**src/rtl/prog_loader_if.sv**
```systemverilog
// Load-stream handshake between a host and prog_loader.
// master drives iWord/iValid/iSel and sees oReady; slave is the reverse.
interface prog_loader_if #(
  parameter int XLEN = 32
);
  logic [XLEN-1:0] iWord;
  logic            iValid;
  logic            iSel;
  logic            oReady;

  modport master (
    output iWord, iValid, iSel,
    input  oReady
  );

  modport slave (
    input  iWord, iValid, iSel,
    output oReady
  );
endinterface

```
**src/rtl/prog_loader.sv**
```systemverilog
// Streams words into instruction/data memories, then starts the core.
// Ports: iClk, iRst (sync, active-low), iRestart, ld (load stream,
// slave), instruction/data write ports, oStart, oDone, oOvf, oChecksum.
// Optional macro PROG_LOADER_CHECKSUM_EN: XOR checksum of written words.
module prog_loader #(
  parameter int          XLEN       = 32,
  parameter int          IMEM_DEPTH = 1024,
  parameter int          DMEM_DEPTH = 1024,
  parameter logic [31:0] TERM_WORD  = 32'hDEADBEAF
) (
  input  logic                          iClk,
  input  logic                          iRst,
  input  logic                          iRestart,
  prog_loader_if.slave                  ld,
  output logic [XLEN-1:0]               oInst2Write,
  output logic                          oInstWen,
  output logic [$clog2(IMEM_DEPTH)-1:0] oInstAddr,
  output logic [XLEN-1:0]               oData2Write,
  output logic                          oDataWen,
  output logic [$clog2(DMEM_DEPTH)-1:0] oDataAddr,
  output logic                          oStart,
  output logic                          oDone,
  output logic                          oOvf,
  output logic [XLEN-1:0]               oChecksum
);

  localparam int IAW = $clog2(IMEM_DEPTH);
  localparam int DAW = $clog2(DMEM_DEPTH);
  localparam logic [XLEN-1:0] TERM = XLEN'(TERM_WORD);
  // Counters carry one extra bit so "full" is count == depth.
  localparam logic [IAW:0] IFULL = (IAW+1)'(IMEM_DEPTH);
  localparam logic [DAW:0] DFULL = (DAW+1)'(DMEM_DEPTH);

  typedef enum logic [2:0] {
    IDLE, LOAD, START, RUN, ERR
  } state_t;

  state_t          state_q, state_d;
  logic [IAW:0]    icnt_q, icnt_d;
  logic [DAW:0]    dcnt_q, dcnt_d;
  logic            iwen_q, iwen_d;
  logic            dwen_q, dwen_d;
  logic [XLEN-1:0] iword_q, iword_d;
  logic [XLEN-1:0] dword_q, dword_d;
  logic [IAW-1:0]  iaddr_q, iaddr_d;
  logic [DAW-1:0]  daddr_q, daddr_d;
  logic            acc;

  // Restart drops any word offered in the same cycle.
  assign acc = ld.iValid & (state_q == LOAD) & ~iRestart;

  always_comb begin
    state_d = state_q;
    icnt_d  = icnt_q;
    dcnt_d  = dcnt_q;
    iwen_d  = 1'b0;
    dwen_d  = 1'b0;
    iword_d = iword_q;
    dword_d = dword_q;
    iaddr_d = iaddr_q;
    daddr_d = daddr_q;
    unique case (state_q)
      IDLE:  state_d = LOAD;
      LOAD: begin
        if (acc) begin
          if (ld.iWord == TERM) begin
            state_d = START;
          end else if (!ld.iSel) begin
            if (icnt_q == IFULL) begin
              state_d = ERR;
            end else begin
              iwen_d  = 1'b1;
              iword_d = ld.iWord;
              iaddr_d = icnt_q[IAW-1:0];
              icnt_d  = icnt_q + 1'b1;
            end
          end else begin
            if (dcnt_q == DFULL) begin
              state_d = ERR;
            end else begin
              dwen_d  = 1'b1;
              dword_d = ld.iWord;
              daddr_d = dcnt_q[DAW-1:0];
              dcnt_d  = dcnt_q + 1'b1;
            end
          end
        end
      end
      START: state_d = RUN;
      RUN:   state_d = RUN;
      ERR:   state_d = ERR;
      default: state_d = IDLE;
    endcase
    if (iRestart) begin
      state_d = IDLE;
      icnt_d  = '0;
      dcnt_d  = '0;
    end
  end

  always_ff @(posedge iClk) begin
    if (!iRst) begin
      state_q <= IDLE;
      icnt_q  <= '0;
      dcnt_q  <= '0;
      iwen_q  <= 1'b0;
      dwen_q  <= 1'b0;
      iword_q <= '0;
      dword_q <= '0;
      iaddr_q <= '0;
      daddr_q <= '0;
    end else begin
      state_q <= state_d;
      icnt_q  <= icnt_d;
      dcnt_q  <= dcnt_d;
      iwen_q  <= iwen_d;
      dwen_q  <= dwen_d;
      iword_q <= iword_d;
      dword_q <= dword_d;
      iaddr_q <= iaddr_d;
      daddr_q <= daddr_d;
    end
  end

`ifdef PROG_LOADER_CHECKSUM_EN
  logic [XLEN-1:0] cks_q, cks_d;

  // Folded in on the same edge that raises the write enable.
  always_comb begin
    cks_d = cks_q;
    if (iwen_d) cks_d = cks_d ^ iword_d;
    if (dwen_d) cks_d = cks_d ^ dword_d;
    if (iRestart) cks_d = '0;
  end

  always_ff @(posedge iClk) begin
    if (!iRst) cks_q <= '0;
    else       cks_q <= cks_d;
  end

  assign oChecksum = cks_q;
`else
  assign oChecksum = '0;
`endif

  assign ld.oReady   = (state_q == LOAD);
  assign oStart      = (state_q == START);
  assign oDone       = (state_q == RUN);
  assign oOvf        = (state_q == ERR);
  assign oInstWen    = iwen_q;
  assign oInst2Write = iword_q;
  assign oInstAddr   = iaddr_q;
  assign oDataWen    = dwen_q;
  assign oData2Write = dword_q;
  assign oDataAddr   = daddr_q;

endmodule

```
**src/flat_wrapper.sv**
```systemverilog
// flat-port wrapper written by rule: the top's interface ports become plain ports
module prog_loader_flat 
#(
  parameter int          XLEN       = 32,
  parameter int          IMEM_DEPTH = 1024,
  parameter int          DMEM_DEPTH = 1024,
  parameter logic [31:0] TERM_WORD  = 32'hDEADBEAF
)
  (iClk, iRst, iRestart, oInst2Write, oInstWen, oInstAddr, oData2Write, oDataWen, oDataAddr, oStart, oDone, oOvf, oChecksum, ld_iWord, ld_iValid, ld_iSel, ld_oReady);
  prog_loader_if #(.XLEN(XLEN)) ld_i ();
  input  logic iClk;
  input  logic iRst;
  input  logic iRestart;
  output logic [XLEN-1:0] oInst2Write;
  output logic oInstWen;
  output logic [$clog2(IMEM_DEPTH)-1:0] oInstAddr;
  output logic [XLEN-1:0] oData2Write;
  output logic oDataWen;
  output logic [$clog2(DMEM_DEPTH)-1:0] oDataAddr;
  output logic oStart;
  output logic oDone;
  output logic oOvf;
  output logic [XLEN-1:0] oChecksum;
  input wire logic [$bits(ld_i.iWord)-1:0] ld_iWord;
  input wire logic [$bits(ld_i.iValid)-1:0] ld_iValid;
  input wire logic [$bits(ld_i.iSel)-1:0] ld_iSel;
  output wire logic [$bits(ld_i.oReady)-1:0] ld_oReady;
  assign ld_i.iWord = ld_iWord;
  assign ld_i.iValid = ld_iValid;
  assign ld_i.iSel = ld_iSel;
  assign ld_oReady = ld_i.oReady;
  prog_loader #(.XLEN(XLEN), .IMEM_DEPTH(IMEM_DEPTH), .DMEM_DEPTH(DMEM_DEPTH), .TERM_WORD(TERM_WORD)) u_core (.iClk(iClk), .iRst(iRst), .iRestart(iRestart), .ld(ld_i), .oInst2Write(oInst2Write), .oInstWen(oInstWen), .oInstAddr(oInstAddr), .oData2Write(oData2Write), .oDataWen(oDataWen), .oDataAddr(oDataAddr), .oStart(oStart), .oDone(oDone), .oOvf(oOvf), .oChecksum(oChecksum));
endmodule
```
**config.mk**
```make
export PLATFORM = sky130hd
export DESIGN_NAME = prog_loader_flat
export DESIGN_NICKNAME = d
export VERILOG_FILES = /design/src/rtl/prog_loader_if.sv /design/src/rtl/prog_loader.sv /design/src/flat_wrapper.sv
export SDC_FILE = /design/constraint.sdc
export NUM_CORES = 1
export LEC_CHECK = 0
export BUFFER_PORTS_ARGS = -buffer_cell sky130_fd_sc_hd__buf_2
export CAP_MARGIN = 0
export CORE_UTILIZATION = 35
export CTS_BUF_LIST = sky130_fd_sc_hd__clkbuf_16
export DETAILED_ROUTE_END_ITERATION = 12
export GPL_TIMING_DRIVEN = 0
export PLACE_DENSITY = 0.68
export SYNTH_ARGS = -nofsm -noshare
export SYNTH_HDL_FRONTEND = slang
export SYNTH_SLANG_ARGS = --single-unit
```
**constraint.sdc**
```tcl
create_clock -name iClk -period 2.5 [get_ports iClk]
set_input_delay 0.125 -clock iClk [delete_from_list [all_inputs] [get_ports iClk]]
set_output_delay 0.125 -clock iClk [all_outputs]
set_load 0.005 [all_outputs]
```
### Word level (Yosys, flattened, before mapping)

Index checks and enable logic that the tools add are counted.

* register bits after elaboration: 111
* input port bits: 37
* output and inout bits: 122
* logic and storage cells: 47

* $add $sub $neg: 2
* equal/unequal tests: 10
* muxes and demuxes: 8
* bitwise gates (word level): 10
* reductions and logical operators: 8

Operators with widths (count)
* $eq 32x32->1 const B: 1
* $add 11x1->11 const B: 2
* $eq 11x11->1 const B: 2
* $mux 3: 5
* $pmux 3 s4: 1
* $reduce_and 5->1: 2
* $reduce_or 5->1: 2
* $ne 4x2->1 const B: 2
* $not 1->1: 8
* $eq 3x2->1 const B: 2
* $reduce_or 2->1: 2
* $eq 3x1->1 const B: 1
* $eq 3x3->1 const B: 1
* $logic_not 3->1: 1
* $reduce_and 3->1: 1
* $and 1x1->1: 2
* $mux 1: 2
* $ne 2x1->1 const B: 1

### Depth between registers and ports, before layout

Gate-level depths: netlist of run 1.

* word-level depth: 6
* mapped depth: 9
* gate-level depth less buffers: 7

### Least setup slack after synthesis of run 1

No wires, ideal clock.

* kind: reg-to-reg
* from: reg u_core.icnt_q[0]
* to: reg u_core.icnt_q[1]
* setup time: 87 ps
* arrival time: 1905 ps
* data required time: 2413 ps
* setup slack: 508 ps
* cell stages (with the launch flop): 10
* path buffers: 2
* period minus slack after synthesis: 1992 ps
* cell sequence: dfxtp_1 inv_1 ha_1 nor4b_1 a31oi_1 a21boi_1 buf_2 buf_1 nand4_1 o31ai_1

* cells in the longest elaborated chain, start to end: 3
* elaborated cells between the ends (all ways): 4
* classes of those cells: add/sub: 1; eq/ne: 1; bitwise: 1; reduce/logical: 1

RTL lines
* start: declaration: RTL line prog_loader.sv:39 `logic [IAW:0] icnt_q, icnt_d;`
* start signal: assignment: RTL line prog_loader.sv:114 `icnt_q <= icnt_d;`
* parallel branches: the longest is 3 deep, another holds $add 11x1->11

Several ways; the timed one is not identified.
A chain may end at the register's enable or synchronous reset.

### Worst setup path in the final report of run 1

* from: reg u_core.icnt_q[0]
* to: reg u_core.iword_q[23], in the netlist u_core.oInst2Write[23]

* cells in the longest elaborated chain, start to end: 3

RTL lines
* $eq 11x11->1: RTL line prog_loader.sv:69 `if (icnt_q == IFULL) begin`
* $not 1->1 (no source line)
* $reduce_and 5->1 (no source line)
* end signal: assignment: RTL line prog_loader.sv:118 `iword_q <= iword_d;`
* end: declaration: RTL line prog_loader.sv:43 `logic [XLEN-1:0] iword_q, iword_d;`

Every way passes these cells.

==> reports/summary.md, run 1 <==
- transition time of the tightest slew-check pin: 0.605 ns
- number of antenna violations at the first check in global routing: 0
- result of the run: complete, no violations
- Critical Setup Path Class: flip-flop to flip-flop
- reg-to-reg endpoint: u_core.oInst2Write[23]
- total global routing overflow: 0
- count of antenna diodes in the layout: 0
- pin count of the biggest net entering global routing: 18
- count of final max-slew check failures: 0
- Max-Slew Margin vs Limit: 0.586
- flops & latches, synth: 111
- Final Core Density: 0.458
- die width: 123 um
- total power density per cell area: 594 mW/mm^2
- hold path cells: 3
- number of flops mapped to enable cells by yosys: 0
- # port buffers: 125
- chain of cells forming the critical path: inv_1 > ha_1 > nor4b_1 > a31oi_2 > o21ai_2 > nor2_2 > buf_2 > o21ai_1
- time the final worst path needs with I/O delays and setup: 2.30 ns
- Skew-Pair Late Insertion Delay: 0.36 ns
- crit path max-delay cell type: sky130_fd_sc_hd__dfxtp_1
- fraction of the yosys area taken by sequential cells: 0.437
- placement row count: 43
- count of warnings emitted by yosys: 0
- number of global-route vias before repair: 4435
- number of setup violations in the final report: 0
- Synth Area in Compound Gates: 0.214
- number of buffers added for setup after CTS: 0
- Final #Nets: 810
- clock tree from TritonCTS: built
- detailed-route vias per instance: 5.25
- biggest fanout along the worst timing path: 10
- post-synthesis share of cell area spent on xor and xnor gates: 0.00516
- number of search-and-repair iterations in the first detailed-routing pass: 4
- internal reg-to-reg setup slack: 0.20 ns
- reported leakage power: 0.00266 uW
- wire length of the first global-routing pass: 23.6 mm
- post-detailed-placement half-perimeter wirelength: 11.1 mm
- die area: 0.0150 mm^2
- Worst setup EP type: flip-flop
- number of cells after detailed placement: 938
- unrepaired setup endpoints after global routing: no
- P&R area growth vs syn: 26.4%
- FF-to-FF Start: u_core.icnt_q[0]
- multiplexer fraction of the synthesized cell area: 0
- VDD IR-drop max: 0.392 mV
- top cell type's share of synthesized area: 0.437
- reported max-cap violation count: 0
- hold path endpoint: u_core.oData2Write[16]
- dominant register cell in the synthesized netlist: sky130_fd_sc_hd__dfxtp_1
- weighted congestion at the end of routability-driven global placement: 0.864
- adder-cell share of the synthesized area: 0.00984
- Clock Path Buffers: 2
- slowest cell delay on critical path: 0.41 ns
- top cells by area, synth: sky130_fd_sc_hd__dfxtp_1 44%, sky130_fd_sc_hd__nand4_1 5.9%, sky130_fd_sc_hd__o21ai_1 5.2%
- startpoint type of the worst setup path: flip-flop
- total detailed-routing wirelength: 15.1 mm
- Simple-Gate Fraction of Synth Area: 0.232
- root buf cell: sky130_fd_sc_hd__clkbuf_16
- DIE HEIGHT: 123 um
- critical path data arrival time: 2.55 ns
- data required time at the worst endpoint: 2.75 ns
- post-synth design cell area: 0.00509 mm^2
- Sink Count: 111
- clock-pin transition on the worst setup and hold timing paths: 0.07 ns
- share of layout cells above drive strength 1: 0.261
- part of the cycle the worst path needs: 0.919
- Tightest Hold Check Type: primary input to flip-flop
- Post-Syn Instances: 602
- number of buffers inserted during clock tree synthesis: 9
- vias after detailed routing: 5013
- Final Hold Viols: 0
- Hold Path Origin: ld_iWord[16]
- library cell with the largest summed area after synthesis: sky130_fd_sc_hd__dfxtp_1
- non-filler cells in the finished layout: 954
- DRC violations left: 0
- number of filler instances in the final layout: 1437
- number of cells on the worst reg-to-reg path: 8
- initial core utilization: 0.362
- worst clock skew on the final layout: 0.00554 ns
- DR WL/cell: 15.8 um
- dominant combinational cell family by area after synthesis: simple AND/OR/NAND/NOR gates
- violation count after the first detailed-routing iteration: 302
- H-tree depth: 3
- I/O pin count: 159
- most used standard cell by instance count after synthesis: sky130_fd_sc_hd__dfxtp_1
- Global Route Usage Sum: 0.206
- beginning of the critical path: u_core.icnt_q[0]
- remaining antenna violation count after routing: 0
- top cell types by occurrence after synthesis: 111 x sky130_fd_sc_hd__dfxtp_1, 56 x sky130_fd_sc_hd__nand2_1, 53 x sky130_fd_sc_hd__o21ai_1, 52 x sky130_fd_sc_hd__nand3_1, 48 x sky130_fd_sc_hd__nand4_1
- count of unique library cells instantiated by Yosys: 52
- mean instance size in the synthesized netlist: 8.45 um^2
- Post-CTS Hold Buffers: 0
- highest clock frequency the design can meet: 435 MHz
- async set-reset flop share out of synthesis: 0
- floorplan core area: 0.0140 mm^2
sequential cells by signal (all words and copies together) (netlist names):
signal              flops
u_core.oData2Write     32
u_core.oInst2Write     32
u_core.dcnt_q          11
u_core.icnt_q          11
u_core.oDataAddr       10
u_core.oInstAddr       10
u_core.state_q          3
u_core.oDataWen         1
u_core.oInstWen         1
logic make-up after synthesis:
group | count (synthesis)
compound gates | 176
xor+xnor | 3
fa+ha+maj | 4
buf+inv | 96
flops | 111
other cells | 1
simple gates | 211
what timing repair did:
action | CTS | global route
setup endpoints to repair | 28 | 20
pin swaps | 0 | 0
endpoints found under the hold margin | 0 | 0
resized for setup | 3 | 6
layout by cell type, fill, tap and decap left out, types with 7 or more instances in the layout:
cell and count:
sky130_fd_sc_hd__nand2_1 56, sky130_fd_sc_hd__buf_1 8, sky130_fd_sc_hd__dfxtp_1 111, sky130_fd_sc_hd__inv_1 7, sky130_fd_sc_hd__o31ai_1 10, sky130_fd_sc_hd__a21boi_1 19, sky130_fd_sc_hd__clkbuf_16 9, sky130_fd_sc_hd__buf_4 32
sky130_fd_sc_hd__nor2_1 11, sky130_fd_sc_hd__o21ai_0 35, sky130_fd_sc_hd__o21ai_1 53, sky130_fd_sc_hd__buf_2 138, sky130_fd_sc_hd__a21oi_1 13, sky130_fd_sc_hd__nand4_1 48, sky130_fd_sc_hd__a21boi_0 24, sky130_fd_sc_hd__or4_1 10
sky130_fd_sc_hd__clkbuf_1 29, sky130_fd_sc_hd__conb_1 32, sky130_fd_sc_hd__nand3_1 52
metal layers:
metal / GRT usage / wire, um / up-vias
met3: 0.0586 / 1090 / 16
met4: 0.0640 / 203 / 0
met1: 0.282 / 7020 / 2356
met2: 0.310 / 6800 / 173
li1: - / - / 2468
met5: 0 / 0 / -
area by class of cell:
cell class | count | area [um^2] | area share
Multi-Input combinational cell | 426 | 2470 | 0.384
Sequential cell | 111 | 2220 | 0.346
Timing Repair Buffer | 125 | 626 | 0.0973
Buffer | 89 | 498 | 0.0774
Clock buffer | 9 | 225 | 0.0350
Tap cell | 180 | 225 | 0.0350
Clock inverter | 7 | 136 | 0.0212
Inverter | 7 | 26.3 | 0.00409
stage by stage:
stage	hold slack [ns]	instance area (um^2)	setup TNS (ns)	power, uW	setup WS [ns]
finish	0.0354	6430	0	3820	0.202
global route	0.0337	6430	0	3950	0.00360
CTS	0.0239	6420	0	3850	0.107
detailed placement	0.404	6050	-0.237	2130	-0.0380
global placement	0.402	6050	-0.0567	2130	-0.0195
floorplan	0.268	5200	0	2010	0.508
report_power, final:
group | internal (uW) | switching [uW] | leakage (uW)
sequential | 1780 | 8.72 | 0.000895
clock | 1080 | 653 | 0.000178
combinational | 109 | 193 | 0.00159
total | 2970 | 855 | 0.00266
critical path, delay by kind of cell, from the launching register on:
kind                     cells  cell delay, ns
AND/OR/NAND/NOR              2            0.53
adder cells (fa/ha/maj)      1            0.22
flip-flops                   1            0.41
AO/OA/AOI/OAI                3            0.63
buffers and inverters        2            0.39
worst max-delay path by stage:
| stage | end | slack, ns | cells past startpoint |
|---|---|---|---|
| global route | u_core.oInst2Write[17] | 0.004 | 9 |
| floorplan | u_core.icnt_q[1] | 0.51 | 9 |
| CTS | u_core.icnt_q[1] | 0.11 | 9 |
| detailed placement | u_core.oInst2Write[6] | -0.04 | 9 |
| finish | u_core.oInst2Write[23] | 0.20 | 8 |
| global placement | u_core.oInst2Write[4] | -0.02 | 9 |
Note: power is estimated with default switching activity, not from simulation.
==> run 2, diff against run 1 <==
--- a/config.mk
+++ b/config.mk
@@ -10,7 +10,6 @@
 export CORE_UTILIZATION = 35
 export CTS_BUF_LIST = sky130_fd_sc_hd__clkbuf_16
 export DETAILED_ROUTE_END_ITERATION = 12
-export GPL_TIMING_DRIVEN = 0
 export PLACE_DENSITY = 0.68
 export SYNTH_ARGS = -nofsm -noshare
 export SYNTH_HDL_FRONTEND = slang
==> reports/summary.md, run 2 (same netlist as run 1, synthesis figures left out) <==
- critical path data arrival time: 2.45 ns, -0.10 ns
- internal reg-to-reg setup slack: 0.34 ns, +0.14 ns
- overall power consumption: 3440 uW, -10%
- # port buffers: 126, +0.80%
- hold path cells: 3, unchanged
- time the final worst path needs with I/O delays and setup: 2.16 ns, -0.135 ns
- chain of cells forming the critical path: or3b_1 > inv_2 > o211ai_4 > buf_4 > or4_1 > a21oi_1
- count of final max-slew check failures: 0, unchanged
- Max-Slew Margin vs Limit: 0.488, -0.0984
- Hold Path Origin: ld_iWord[11]
- Setup TNS Final: 0 ns, unchanged
- Global Route Usage Sum: 0.189, -0.0164
- unrepaired setup endpoints after global routing: no
- worst clock skew on the final layout: 0.00825 ns, +0.00271 ns
- slowest cell delay on critical path: 0.54 ns, +0.13 ns
- data required time at the worst endpoint: 2.78 ns, +0.03 ns
- post-cts resize count: 0, -3
- reported leakage power: 0.00241 uW, -9.2%
- number of antenna violations at the first check in global routing: 0, unchanged
- P&R area growth vs syn: 19.0%
- hold path endpoint: u_core.oInst2Write[11]
- post-detailed-placement half-perimeter wirelength: 9.69 mm, -13%
- crit path max-delay cell type: sky130_fd_sc_hd__or3b_1
- Skew-Pair Late Insertion Delay: 0.35 ns, about the same
- FF-to-FF Start: u_core.state_q[0]
- result of the run: complete, no violations
- number of buffers added for setup after CTS: 0, unchanged
- total detailed-routing wirelength: 14.1 mm, -6.7%
- transition time of the tightest slew-check pin: 0.768 ns, +0.163 ns
- vias after detailed routing: 4734, -5.6%
- count of antenna diodes in the layout: 0, unchanged
- Clock Path Buffers: 2, unchanged
- wire length of the first global-routing pass: 22.1 mm, -6.5%
- initial core utilization: 0.362, unchanged
- reg-to-reg endpoint: u_core.dcnt_q[3]
- Final Hold Viols: 0, unchanged
- number of setup violations in the final report: 0, unchanged
- number of search-and-repair iterations in the first detailed-routing pass: 5, +1
- DIE HEIGHT: 123 um, unchanged
- H-tree depth: 3, unchanged
- DR WL/cell: 16.0 um, +0.92%
- part of the cycle the worst path needs: 0.865, -0.0540
- floorplan core area: 0.0140 mm^2, unchanged
- startpoint type of the worst setup path: flip-flop
- Worst setup EP type: flip-flop
- biggest fanout along the worst timing path: 27, +17
- remaining antenna violation count after routing: 0, unchanged
- Critical Setup Path Class: flip-flop to flip-flop
- Final #Nets: 740, -8.6%
- placement row count: 43, unchanged
- clock-pin transition on the worst setup and hold timing paths: 0.07 ns, about the same
- number of global-route vias before repair: 4089, -7.8%
- Tightest Hold Check Type: primary input to flip-flop
- share of layout cells above drive strength 1: 0.242, -0.0188
- Sink Count: 111, unchanged
- die width: 123 um, unchanged
- VDD IR-drop max: 0.318 mV, -19%
- top library cells by usage in the layout, fill and taps aside: 125 x sky130_fd_sc_hd__buf_2, 111 x sky130_fd_sc_hd__dfxtp_1, 55 x sky130_fd_sc_hd__nand2_1
- clock tree from TritonCTS: built
- total power density per cell area: 568 mW/mm^2, -4.4%
- number of cells on the worst reg-to-reg path: 6, -2
- detailed-route vias per instance: 5.37, +2.1%
- pin count of the biggest net entering global routing: 86, +68
- reported max-cap violation count: 0, unchanged
- I/O pin count: 159, unchanged
- final design instance area without fill: 0.00605 mm^2, -5.9%
- total global routing overflow: 0, unchanged
- highest clock frequency the design can meet: 462 MHz, +6.2%
- DRC violations left: 0, unchanged
- commonest non-fill, non-tap cell in the layout: sky130_fd_sc_hd__buf_2
- cell area reported after detailed placement: 0.00578 mm^2, -4.6%
- die area: 0.0150 mm^2, unchanged
- weighted congestion at the end of routability-driven global placement: 0.788, -8.8%
- root buf cell: sky130_fd_sc_hd__clkbuf_16
- violation count after the first detailed-routing iteration: 427, +41%
- Post-CTS Hold Buffers: 0, unchanged
- number of filler instances in the final layout: 1432, -0.35%
- number of buffers inserted during clock tree synthesis: 9, unchanged
run 2: how the worst max path moves through the flow:
| stage | start | endpoint | cells after the start |
|---|---|---|---|
| 2_1_floorplan | u_core.icnt_q[0] | u_core.icnt_q[1] | 9 |
| 3_3_place_gp | ld_iWord[14] | u_core.icnt_q[2] | 7 |
| 3_5_place_dp | ld_iWord[14] | u_core.icnt_q[2] | 7 |
| 4_1_cts | u_core.state_q[0] | u_core.dcnt_q[7] | 6 |
| 5_1_grt | u_core.state_q[0] | u_core.dcnt_q[9] | 6 |
| 6_report | u_core.state_q[0] | u_core.dcnt_q[3] | 6 |
run 2: report_power, final:
group          internal, uW  total (uW)  switching [uW]
logic                  77.9         255             177
clock network           759        1390             633
registers              1780        1790            8.45
total                  2620        3440             819
run 2: final cells by class:
type / instances / area (um^2) / area share
well taps: 180 / 225 / 0.0372
repair buffers: 144 / 793 / 0.131
clock inverters: 5 / 52.6 / 0.00868
flip-flops and latches: 111 / 2220 / 0.367
inverters: 7 / 26.3 / 0.00434
multi-input cells: 426 / 2510 / 0.414
clock buffers: 9 / 225 / 0.0372
run 2: routing by layer:
metal	up-vias	track usage	share of wire
li1	2319	-	-
met1	2253	0.269	0.47
met2	147	0.274	0.46
met3	15	0.0451	0.058
met4	0	0.0716	0.014
met5	-	0	0
run 2: critical path, delay by kind of cell, from the launching register on:
kind / cells / cell delay, ns
flops: 1 / 0.38
simple gates: 2 / 1.06
buf+inv: 2 / 0.42
compound gates: 2 / 0.23
run 2: stage by stage:
stage / cells / utilization / hold WS, ns / setup slack [ns]
3_5_place_dp: 868 / 0.411 / 0.412 / 0.282
4_1_cts: 882 / 0.431 / 0.0260 / 0.354
2_1_floorplan: 633 / - / 0.268 / 0.508
5_1_grt: 882 / 0.431 / 0.0423 / 0.218
6_report: 882 / 0.431 / 0.0409 / 0.337
3_3_place_gp: 868 / 0.411 / 0.400 / 0.319
==> run 3, diff against run 2 <==
--- a/config.mk
+++ b/config.mk
@@ -11,6 +11,7 @@
 export CTS_BUF_LIST = sky130_fd_sc_hd__clkbuf_16
 export DETAILED_ROUTE_END_ITERATION = 12
 export PLACE_DENSITY = 0.68
+export RECOVER_POWER = 100
 export SYNTH_ARGS = -nofsm -noshare
 export SYNTH_HDL_FRONTEND = slang
 export SYNTH_SLANG_ARGS = --single-unit
==> reports/summary.md, run 3 (same netlist as run 1, synthesis figures left out) <==
- initial core utilization: 0.362, unchanged
- startpoint type of the worst setup path: flip-flop
- worst hold slack across all endpoints: 0.0394 ns, -0.00141 ns
- # port buffers: 126, unchanged
- vias after detailed routing: 4747, +0.27%
- Bufs and invs on worst path: 0, -2
- fraction of power consumed by the clock network: 0.406, about the same
- highest clock frequency the design can meet: 445 MHz, -3.7%
- I/O pin count: 159, unchanged
- critical path data arrival time: 2.49 ns, +0.04 ns
- total global routing overflow: 0, unchanged
- number of filler instances in the final layout: 1466, +2.4%
- Seq. cell area: 0.00222 mm^2, unchanged
- combined area of the multi-input logic cells: 0.00247 mm^2, -1.4%
- proportion of power drawn by flip-flops and latches: 0.522, about the same
- P&R area growth vs syn: 16.4%
- data required time at the worst endpoint: 2.75 ns, -0.03 ns
- weighted congestion at the end of routability-driven global placement: 0.788, unchanged
- reported leakage power: 0.00211 uW, -13%
- crit path max-delay cell type: sky130_fd_sc_hd__a2111oi_0
- number of setup violations in the final report: 0, unchanged
- unrepaired setup endpoints after global routing: no
- number of search-and-repair iterations in the first detailed-routing pass: 4, -1
- DR WL/cell: 16.1 um, +0.78%
- Clock Path Buffers: 2, unchanged
- H-tree depth: 3, unchanged
- post-detailed-placement half-perimeter wirelength: 9.69 mm, unchanged
- Global Route Usage Sum: 0.189, unchanged
- biggest fanout along the worst timing path: 7, -74%
- final worst slack: 0.254 ns, -0.0831 ns
- count of antenna diodes in the layout: 0, unchanged
- hold path endpoint: u_core.oInst2Write[22]
- Hold Path Origin: ld_iWord[22]
- die area: 0.0150 mm^2, unchanged
- result of the run: complete, no violations
- number of antenna violations at the first check in global routing: 0, unchanged
- clock tree from TritonCTS: built
- number of cells on the worst reg-to-reg path: 4, -2
- post-cts resize count: 0, unchanged
- top library cells by usage in the layout, fill and taps aside: 111 x sky130_fd_sc_hd__dfxtp_1, 66 x sky130_fd_sc_hd__buf_2, 58 x sky130_fd_sc_hd__clkbuf_1
- internal power component: 2610 uW, -0.29%
- floorplan core area: 0.0140 mm^2, unchanged
- Post-CTS Hold Buffers: 0, unchanged
- Comb pwr share: 0.072, -0.002
- number of buffers added for setup after CTS: 0, unchanged
- pin count of the biggest net entering global routing: 86, unchanged
- reg-to-reg endpoint: u_core.icnt_q[10]
- Tightest Hold Check Type: primary input to flip-flop
- slowest cell delay on critical path: 0.82 ns, +0.28 ns
- number of global-route vias before repair: 4089, unchanged
- worst clock skew on the final layout: 0.00646 ns, -0.00179 ns
- Final #Nets: 740, unchanged
- Critical Setup Path Class: flip-flop to flip-flop
- total detailed-routing wirelength: 14.2 mm, +0.78%
- cell area reported after detailed placement: 0.00578 mm^2, unchanged
- total power density per cell area: 579 mW/mm^2, +1.9%
- part of the cycle the worst path needs: 0.898, +0.0332
- die width: 123 um, unchanged
- Setup TNS Final: 0 ns, unchanged
- DIE HEIGHT: 123 um, unchanged
- DRC violations left: 0, unchanged
- chain of cells forming the critical path: or3b_1 > a2111oi_0 > a31oi_1 > a41o_1
- crit-path leading delay family: compound AO/OA/AOI/OAI gates
- remaining antenna violation count after routing: 0, unchanged
- Sink Count: 111, unchanged
- Final Core Density: 0.422, -0.00936
- Worst setup EP type: flip-flop
- switching share of power: 0.238, about the same
- clock-pin transition on the worst setup and hold timing paths: 0.07 ns, about the same
- violation count after the first detailed-routing iteration: 356, -17%
- Max-Slew Margin vs Limit: 0.309, -0.179
- commonest non-fill, non-tap cell in the layout: sky130_fd_sc_hd__dfxtp_1
- transition time of the tightest slew-check pin: 1.03 ns, +0.260 ns
- wire length of the first global-routing pass: 22.1 mm, unchanged
- Final Hold Viols: 0, unchanged
- switching component of the power: 817 uW, -0.25%
- root buf cell: sky130_fd_sc_hd__clkbuf_16
- VDD IR-drop max: 0.323 mV, +1.3%
- reported max-cap violation count: 0, unchanged
- internal reg-to-reg setup slack: 0.25 ns, -0.08 ns
- FF-to-FF Start: u_core.state_q[0]
- final design instance area without fill: 0.00592 mm^2, -2.2%
- Skew-Pair Late Insertion Delay: 0.35 ns, about the same
- number of buffers inserted during clock tree synthesis: 9, unchanged
- placement row count: 43, unchanged
- time the final worst path needs with I/O delays and setup: 2.25 ns, +0.0831 ns
- detailed-route vias per instance: 5.38, +0.27%
- hold path cells: 3, unchanged
- Post-Place Worst Slack: 0.282 ns, unchanged
- count of final max-slew check failures: 0, unchanged
- beginning of the critical path: u_core.state_q[0]
- share of layout cells above drive strength 1: 0.151, -0.0912
run 3: worst max path at each step:
| stage | end | slack [ns] | depth (start not counted) |
|---|---|---|---|
| after floorplan | u_core.icnt_q[1] | 0.51 | 9 |
| final | u_core.icnt_q[10] | 0.25 | 4 |
| after CTS | u_core.dcnt_q[7] | 0.35 | 6 |
| after global placement | u_core.icnt_q[2] | 0.32 | 7 |
| after detailed placement | u_core.icnt_q[2] | 0.28 | 7 |
| after global routing | u_core.oInstAddr[0] | 0.11 | 9 |
run 3: final cells by class:
type	count	share of cell area
Sequential cell	111	0.375
Multi-Input combinational cell	426	0.417
Clock buffer	9	0.0380
Tap cell	180	0.0380
Timing Repair Buffer	144	0.118
Inverter	7	0.00444
Clock inverter	5	0.00887
run 3: per-stage QoR:
| step | total power (uW) | instances |
|---|---|---|
| after floorplan | 2010 | 633 |
| after global placement | 2080 | 868 |
| after detailed placement | 2080 | 868 |
| after CTS | 3470 | 882 |
| after global routing | 3560 | 882 |
| final | 3430 | 882 |
run 3: worst register-to-register path, cell delays in order (launching register included):
cell and delay (ns):
sky130_fd_sc_hd__dfxtp_1 0.38, sky130_fd_sc_hd__or3b_1 0.52, sky130_fd_sc_hd__a2111oi_0 0.82, sky130_fd_sc_hd__a31oi_1 0.19
sky130_fd_sc_hd__a41o_1 0.23
run 3: power by group through the flow:
stage          clock (uW)  combinational (uW)  sequential [uW]
6_report             1390                 246             1790
5_1_grt              1510                 268             1790
4_1_cts              1430                 253             1790
3_5_place_dp            0                 252             1830
3_3_place_gp            0                 252             1830
2_1_floorplan           0                 177             1830
run 3: routing by layer:
layer	vias up	part of all wire	global-route usage
met5	-	0	0
met3	15	0.056	0.0451
li1	2325	-	-
met1	2269	0.47	0.269
met2	138	0.46	0.274
met4	0	0.015	0.0716
